[src/rtl/tc_to_sm_serial.sv]
// Bit-serial two's-complement to sign-magnitude converter, LSB first, copy-until-first-one-then-invert.
// Optional build macro TC_TO_SM_SAT_EN saturates the magnitude of the most negative input.
module tc_to_sm_serial #(
  parameter int WIDTH = 32
) (
  input  logic             clk,
  input  logic             rst_n,
  input  logic             in_valid,
  output logic             in_ready,
  input  logic [WIDTH-1:0] in_data,
  output logic             out_valid,
  input  logic             out_ready,
  output logic             out_sign,
  output logic [WIDTH-2:0] out_mag,
  output logic             out_ovf,
  output logic             busy
);
  localparam int CW = (WIDTH > 2) ? $clog2(WIDTH) : 1;

  typedef enum logic [1:0] {IDLE, CONV, DONE} state_t;

  state_t           state, state_nxt;
  logic [WIDTH-1:0] sr, res, res_nxt;
  logic [CW-1:0]    cnt;
  logic             sign, seen_one, r, last;
  logic [WIDTH-2:0] mag_fin;
  logic             ovf_fin;

  // Negative operands invert every bit above the first one; positives pass through.
  assign r       = sign ? (sr[0] ^ seen_one) : sr[0];
  assign res_nxt = {r, res[WIDTH-1:1]};
  assign last    = (cnt == CW'(WIDTH-1));
  assign ovf_fin = sign & res_nxt[WIDTH-1];

`ifdef TC_TO_SM_SAT_EN
  assign mag_fin = ovf_fin ? {(WIDTH-1){1'b1}} : res_nxt[WIDTH-2:0];
`else
  assign mag_fin = res_nxt[WIDTH-2:0];
`endif

  always_ff @(posedge clk or negedge rst_n) begin
    if (!rst_n) state <= IDLE;
    else        state <= state_nxt;
  end

  always_comb begin
    state_nxt = state;
    case (state)
      IDLE:    if (in_valid) state_nxt = CONV;
      CONV:    if (last)     state_nxt = DONE;
      DONE:    if (out_ready) state_nxt = IDLE;
      default: state_nxt = IDLE;
    endcase
  end

  always_comb begin
    in_ready  = (state == IDLE);
    out_valid = (state == DONE);
    busy      = (state != IDLE);
  end

  always_ff @(posedge clk or negedge rst_n) begin
    if (!rst_n) begin
      sr       <= '0;
      res      <= '0;
      cnt      <= '0;
      sign     <= 1'b0;
      seen_one <= 1'b0;
      out_sign <= 1'b0;
      out_mag  <= '0;
      out_ovf  <= 1'b0;
    end else begin
      case (state)
        IDLE: if (in_valid) begin
          sr       <= in_data;
          sign     <= in_data[WIDTH-1];
          seen_one <= 1'b0;
          cnt      <= '0;
        end
        CONV: begin
          res      <= res_nxt;
          sr       <= {1'b0, sr[WIDTH-1:1]};
          seen_one <= seen_one | sr[0];
          cnt      <= cnt + 1'b1;
          // Outputs load once, on the final bit, and then hold until the next result.
          if (last) begin
            out_sign <= sign;
            out_mag  <= mag_fin;
            out_ovf  <= ovf_fin;
          end
        end
        default: ;
      endcase
    end
  end
endmodule
[config.mk]
export PLATFORM = sky130hd
export DESIGN_NAME = tc_to_sm_serial
export DESIGN_NICKNAME = d
export VERILOG_FILES = /design/src/rtl/tc_to_sm_serial.sv
export SDC_FILE = /design/constraint.sdc
export NUM_CORES = 1
export LEC_CHECK = 0
export ABC_AREA = 1
export CAP_MARGIN = 20
export CORE_MARGIN = 2
export CORE_UTILIZATION = 50
export DETAILED_ROUTE_END_ITERATION = 8
export MAX_ROUTING_LAYER = met4
export PLACE_DENSITY = 0.86
export SLEW_MARGIN = 20
export SYNTH_ARGS = -nofsm -noshare
export SYNTH_HDL_FRONTEND = slang
export SYNTH_SLANG_ARGS = --single-unit
[constraint.sdc]
create_clock -name clk -period 2.1 [get_ports clk]
set_input_delay 0.21 -clock clk [delete_from_list [all_inputs] [get_ports clk]]
set_output_delay 0.21 -clock clk [all_outputs]
set_load 0.02 [all_outputs]
=== After elaboration in Yosys (flattened, before gate mapping) ===
Index checks and enable logic that the tools add are counted.

* $add $sub $neg: 1
* Eq/ne operators: 6
* Muxes and demuxes: 11
* Bitwise operators: 3
* Reductions and logical operators: 7

{| class="wikitable"
|+ Operators by type and width
! kind !! count
|-
| $pmux 32 s2 || 1
|-
| $mux 32 || 1
|-
| $pmux 5 s2 || 1
|-
| $mux 2 || 3
|-
| $pmux 2 s3 || 1
|-
| $reduce_and 2->1 || 3
|-
| $add 5x1->5 const B || 1
|-
| $eq 5x5->1 const B || 1
|-
| $mux 5 || 1
|-
| $ne 2x2->1 const B || 2
|-
| $reduce_bool 2->1 || 2
|-
| $reduce_and 3->1 || 1
|-
| $eq 2x1->1 const B || 1
|-
| $eq 2x2->1 const B || 1
|-
| $logic_not 2->1 || 1
|-
| $mux 1 || 2
|-
| $ne 2x1->1 const B || 1
|-
| $pmux 1 s2 || 1
|-
| $and 1x1->1 || 1
|-
| $or 1x1->1 || 1
|-
| $xor 1x1->1 || 1
|}

* Register bits: 106
* Input port bits: 36
* Output and inout bits: 36

=== Longest topological paths before layout ===
Gate-level depths: netlist of the first run.

* Depth after elaboration: 3
* Gate-level depth with buffers: 9

=== Worst setup path after synthesis of the first run ===
OpenSTA, ideal clock, no wires.

* Kind: reg2reg
* From: register cnt[0]
* To: register out_mag[15]
* Library setup time: 0.118 ns
* Data arrival time: 1.332 ns
* Data required time: 1.982 ns
* Setup slack: 0.650 ns
* Stages on the path, launching flop included: 9
* Clock period less this slack: 1.450 ns
* Cell sequence: dfrtp_1 ha_1 nand2_1 nor2_1 ha_1 nand2_2 buf_6 buf_6 o21ai_2

* Word-level cells in the longest chain between the ends: 2

{| class="wikitable"
|+ RTL lines
! what !! RTL line !! source
|-
| from (decl) || 24 || <nowiki>logic [CW-1:0] cnt;</nowiki>
|-
| from (signal assigned) || 84 || <nowiki>cnt <= cnt + 1'b1;</nowiki>
|-
| $eq 5x5->1 || 32 || <nowiki>assign last = (cnt == CW'(WIDTH-1));</nowiki>
|-
| $reduce_and 2->1 (no line) || -- ||
|-
| to (signal assigned) || 88 || <nowiki>out_mag <= mag_fin;</nowiki>
|-
| to (decl) || 14 || <nowiki>output logic [WIDTH-2:0] out_mag,</nowiki>
|}

No other way between the ends.
A chain may end at the register's enable or synchronous reset.

=== Worst setup path in the final report of the first run ===
* From: register state[0]
* To: output port in_ready

* Word-level cells in the longest chain between the ends: 1

{| class="wikitable"
|+ RTL lines
! what !! RTL line !! source
|-
| from (decl) || 22 || <nowiki>state_t state, state_nxt;</nowiki>
|-
| from (signal assigned) || 43 || <nowiki>else state <= state_nxt;</nowiki>
|-
| $logic_not 2->1 || 57 || <nowiki>in_ready = (state == IDLE);</nowiki>
|-
| to (decl) || 9 || <nowiki>output logic in_ready,</nowiki>
|}

No other way between the ends.

==> impl_metrics.json, run 1 <==
{
  "status": "finished clean",
  "die_w_um": 99.17,
  "power.leakage_nw": 2.723,
  "stdcell_count": 707,
  "port_buffers": 71,
  "crit_arrival_ns": 1.70,
  "grt_antenna_before_repair": 0,
  "via_per_inst": 5.109,
  "vias": 3612,
  "drt_iter0_drc": 254,
  "clk_latency_ns": 0.36,
  "clock_tree.root_cell": "clkbuf_8",
  "pwr-share-comb_pct": 34.3,
  "slowest_delay_ns": 0.64,
  "seqPwrFrac_pct": 46.7,
  "yosysTopAreaCellShare_pct": 58.03,
  "yosysTopAreaCell": "dfrtp_1",
  "post-route-period-util_pct": 91.11,
  "ios": 72,
  "grt_pass1_wl_um": 15810,
  "hold_class": "primary input to async pin",
  "fin_worst_skew_ns": 0.01091,
  "crit_chain": "nor2_1 > clkdlybuf4s50_1",
  "cts_sinks": 105,
  "fmax_mhz": 522.6,
  "seq_area_um2": 2628,
  "die_area_um2": 9834,
  "seq_area_frac_synth_pct": 58.03,
  "fin_nets": 633,
  "cp_slowest_cell": "clkdlybuf4s50_1",
  "coreArea_um2": 8763,
  "ys_seq_elements": 105,
  "antenna_cells": 0,
  "ant_nets": 0,
  "final_cell_mix": "240 x nand2_1, 105 x dfrtp_1, 70 x clkdlybuf4s50_1",
  "syn-num-nets": 569,
  "p_clk_share_pct": 19.0,
  "crit_required_ns": 1.89,
  "syn_area_per_cell_um2": 8.544,
  "synth.area.top_cells": "dfrtp_1 58%, nand2_1 20%, o21ai_0 4.3%",
  "area_delta_synth_final_pct": 21.80,
  "setup_tns_ns": 0,
  "tritoncts": "built",
  "cts_htree_levels": 3,
  "final_layout_size_suffix_gt1_share_pct": 8.013,
  "synth.distinct_cells": 20,
  "syn_area_um2": 4528,
  "grt_max_degree": 68,
  "wl_per_cell_um": 13.26,
  "p_switching_w": 0.002556,
  "worst-path-max-fanout": 7,
  "multi_input_comb_area_um2": 1562,
  "track_usage_pct": 20.50,
  "clk_path_buf_depth": 2,
  "endpoint_kind": "output pin",
  "fp.dieH_um": 99.17,
  "vdd.ir_drop.worst_uv": 756.9,
  "p_int_w": 0.004274,
  "numCtsBuffers": 9,
  "gp_congestion": 0.7676,
  "layout_commonest_cell": "nand2_1",
  "yosys_warnings": 0,
  "startpoint_type": "flop",
  "first_global_vias": 3500,
  "setup_viol": 0,
  "timing.slew.headroom_pct": 61.78,
  "placed_cells": 690,
  "sw_frac_of_total_pct": 37.42,
  "worstSetupPathType": "flop to output pin",
  "tightest_slew_ns": 0.5732,
  "hpwl_um": 6415,
  "wl_um": 9373,
  "drc_errors": 0,
  "maxCapViolCount": 0,
  "first_pass_iters": 6,
  "post_cts_buffers": 0,
  "holdBufCountCts": 1,
  "fp-row-count": 34,
  "rsz0062_at_grt": "no",
  "n_fill_cell": 706,
  "path_clk_slew_ns": 0.11,
  "min_period_ns": 1.913,
  "power_density_nw_per_um2": 1238,
  "finalMaxSlewViolations": 0,
  "initial_utilization_pct": 51.67,
  "grt-ovfl-total": 0,
  "finalHoldViolations": 0,
  "netlist_instances": 530,
  "cts_repair_resize_count": 0
}
[path summary, 6_finish.rpt]
kind                        startpoint        to  slack, ns  cells past startpoint
max                           state[0]  in_ready       0.19                      2
min                              rst_n   res[16]       0.38                      2
max reg2reg                     cnt[0]  state[1]       0.39                      7
min reg2reg                      sr[8]     sr[8]       0.49                      2
max in group asynchronous        rst_n   res[29]       1.01                      3
min in group clk           in_data[31]    sr[31]       0.44                      3
[synthesized netlist by cell type]
cell / count
nand3_1: 34
inv_2: 1
clkbuf_2: 3
nand2_2: 1
o21ai_1: 16
inv_4: 1
clkbuf_1: 5
nor2_1: 4
buf_2: 14
buf_4: 4
nand2_4: 1
nand4_1: 1
dfrtp_1: 105
buf_6: 5
inv_1: 37
nand2_1: 240
o21ai_2: 15
o21ai_0: 39
o31ai_1: 1
ha_1: 3
[logic make-up (layout without fill, tap and decap cells)]
kind of cell | after synthesis | count (layout) | synth area share (%)
buffers and inverters | 70 | 139 | 7.488
DFF | 105 | 105 | 58.03
AOI/OAI and AO/OA | 71 | 71 | 9.146
and+or+nand+nor | 281 | 281 | 24.51
adders and majority gates | 3 | 3 | 0.8290
[critical path, delay by kind of cell (launching register included)]
family | cells | cell delay (ns)
buf+inv | 1 | 0.64
flops | 1 | 0.50
simple gates | 1 | 0.21
[sequential cells by signal, indices dropped and copies added, names as in the netlist, 2 cells and up]
| signal | cells |
|---|---|
| sr | 32 |
| cnt | 5 |
| state | 2 |
| res | 31 |
| out_mag | 31 |
[power by group through the flow]
stage,clock network [W],logic [W],registers [W]
after floorplan,0,0.00139,0.00329
after global placement,0,0.00222,0.00316
after detailed placement,0,0.00235,0.00320
after CTS,0.00132,0.00238,0.00317
after global routing,0.00140,0.00267,0.00327
final,0.00130,0.00234,0.00319
[layout make-up]
type / instances / share of cell area (%)
Tap cell: 108 / 2.450
Timing Repair Buffer: 84 / 15.11
Inverter: 39 / 2.700
Clock buffer: 9 / 2.246
Clock inverter: 7 / 1.543
Multi-Input combinational cell: 355 / 28.31
Sequential cell: 105 / 47.64
[stage by stage]
stage                     total power, W  hold WS [ns]  cell area [um^2]  util, %  setup slack (ns)
final                           0.006830        0.3773              5515    62.94            0.1866
after global routing            0.007341        0.4152              5515    62.94           0.07152
after CTS                       0.006874        0.3953              5515    62.94            0.1721
after detailed placement        0.005556        0.2412              5296    60.44            0.4113
after global placement          0.005381        0.2351              5296    60.44            0.5154
after floorplan                 0.004686      -0.08559              4528        -            0.6499
[routing by layer]
metal,wire length (um),track usage (%)
met1,4148,28.03
met2,4547,31.86
met3,579,4.498
met4,96,4.742
met5,0,-
No activity file was read; power rests on OpenSTA's default activity.
==> run 2, diff against run 1 <==
--- a/config.mk
+++ b/config.mk
@@ -10,8 +10,9 @@
 export CORE_MARGIN = 2
 export CORE_UTILIZATION = 50
 export DETAILED_ROUTE_END_ITERATION = 8
+export DONT_BUFFER_PORTS = 1
 export MAX_ROUTING_LAYER = met4
-export PLACE_DENSITY = 0.86
+export PLACE_DENSITY = 0.76
 export SLEW_MARGIN = 20
 export SYNTH_ARGS = -nofsm -noshare
 export SYNTH_HDL_FRONTEND = slang
==> impl_metrics.json, run 2 (synthesized netlist as in run 1, its figures left out) <==
{
  "tritoncts": "built",
  "final_cell_mix": "240 x nand2_1, 105 x dfrtp_1, 39 x o21ai_0",
  "clk_path_buf_depth": 2,
  "port_buffers": 0,
  "worst-path-max-fanout": 41,
  "critical-path-top-delay-family": "adder cells",
  "wl_per_cell_um": 12.72,
  "p_int_w": 0.003944,
  "finalMaxSlewViolations": 0,
  "wl_um": 8080,
  "tightest_slew_ns": 0.4326,
  "violations": "negative hold slack",
  "clk_latency_ns": 0.36,
  "hold_class": "primary input to async pin",
  "crit_cells": 8,
  "crit_chain": "ha_1 > nand2_1 > nor2_1 > ha_1 > nand2_2 > buf_4 > nand2_1 > o21ai_1",
  "area_delta_synth_final_pct": 5.526,
  "holdBufCountCts": 2,
  "timing.slew.headroom_pct": 71.16,
  "post-route-period-util_pct": 81.52,
  "place_area_um2": 4561,
  "layout_commonest_cell": "nand2_1",
  "ant_nets": 0,
  "rsz0062_at_grt": "no",
  "gp_congestion": 0.7791,
  "setup_tns_ns": 0,
  "ios": 72,
  "drc_errors": 0,
  "fin_worst_skew_ns": 0.01454,
  "clock_tree.root_cell": "clkbuf_8",
  "finalPower_w": 0.006251,
  "fin_nets": 561,
  "vdd.ir_drop.worst_uv": 439.4,
  "grt_max_degree": 106,
  "cp_slowest_cell": "dfrtp_1",
  "setup_viol": 0,
  "n_fill_cell": 787,
  "antenna_cells": 0,
  "initial_utilization_pct": 51.67,
  "fp.dieH_um": 99.17,
  "p_switching_w": 0.002307,
  "reg_top3": "sr x32, out_mag x31, res x31",
  "first_global_vias": 3058,
  "largest_register_ffs": 32,
  "startpoint_type": "flop",
  "cp_num_buf_inv": 1,
  "numCtsBuffers": 9,
  "power_density_nw_per_um2": 1308,
  "endpoint_kind": "flop",
  "grt_pass1_wl_um": 13800,
  "cts_htree_levels": 3,
  "fp-row-count": 34,
  "die_w_um": 99.17,
  "hpwl_um": 5164,
  "reg2regPathDepth": 8,
  "sw_frac_of_total_pct": 36.91,
  "slowest_delay_ns": 0.42,
  "grt_antenna_before_repair": 0,
  "crit_arrival_ns": 1.99,
  "grt-ovfl-total": 0,
  "track_usage_pct": 17.69,
  "finalHoldViolations": 105,
  "post_cts_buffers": 0,
  "crit_required_ns": 2.38,
  "worstSetupPathType": "flop to flop",
  "die_area_um2": 9834,
  "final_area_um2": 4778,
  "cts_sinks": 105,
  "first_pass_iters": 5,
  "via_per_inst": 5.134,
  "drt_iter0_drc": 254,
  "status": "complete, but fails checks",
  "coreArea_um2": 8763,
  "p_clk_share_pct": 19.9,
  "cts_repair_resize_count": 0,
  "maxCapViolCount": 0,
  "pwr-share-comb_pct": 26.2,
  "largest-register": "sr",
  "min_period_ns": 1.712,
  "seqPwrFrac_pct": 53.9,
  "final_layout_size_suffix_gt1_share_pct": 8.159,
  "path_clk_slew_ns": 0.10,
  "power.leakage_nw": 2.433,
  "whs_ns": -0.4687,
  "vias": 3260,
  "fmax_mhz": 584.1
}
==> run 2: through the flow <==
step | setup slack [ns] | cells | hold slack, ns | util, %
2_1_floorplan | 0.6499 | 530 | -0.08559 | -
3_3_place_gp | 0.4591 | 617 | -0.08168 | 52.04
3_5_place_dp | 0.3983 | 617 | -0.08274 | 52.04
4_1_cts | 0.3792 | 635 | -0.4861 | 54.53
5_1_grt | 0.2311 | 635 | -0.4937 | 54.53
6_report | 0.3881 | 635 | -0.4687 | 54.53
==> run 2: power by group through the flow <==
stage	registers (W)	clock network [W]	logic (W)
floorplan	0.00329	0	0.00139
global placement	0.00338	0	0.00158
detailed placement	0.00340	0	0.00166
CTS	0.00337	0.00128	0.00167
global route	0.00346	0.00134	0.00197
finish	0.00337	0.00124	0.00164
==> run 2: cell type report <==
class | count | area, um^2 | area share, %
repair buffers | 12 | 107.6 | 2.252
well taps | 108 | 135.1 | 2.828
clock inverters | 4 | 52.55 | 1.100
inverters | 39 | 148.9 | 3.116
multi-input cells | 355 | 1562 | 32.68
flip-flops and latches | 105 | 2628 | 54.99
clock buffers | 12 | 145.1 | 3.037
==> run 2: routing by layer <==
layer	vias up	wire length, um	global-route usage [%]
met4	0	114	6.322
li1	1631	-	-
met1	1531	3772	23.09
met5	-	0	-
met3	9	469	3.935
met2	89	3724	27.49
==> run 2: worst paths after layout <==
| kind | startpoint | to | slack [ns] |
|---|---|---|---|
| max | cnt[0] | out_mag[12] | 0.39 |
| min | rst_n | res[19] | -0.47 |
| max reg2reg | cnt[0] | out_mag[12] | 0.39 |
| min reg2reg | sr[27] | sr[27] | 0.49 |
| max in group asynchronous | rst_n | sr[23] | 2.44 |
| min in group clk | in_data[3] | sr[3] | 0.04 |
==> run 2: worst register-to-register path: stages (launching register included) <==
cell and delay, ns:
dfrtp_1 0.42, ha_1 0.22, nand2_1 0.08, nor2_1 0.04
ha_1 0.20, nand2_2 0.08, buf_4 0.38, nand2_1 0.12
o21ai_1 0.09
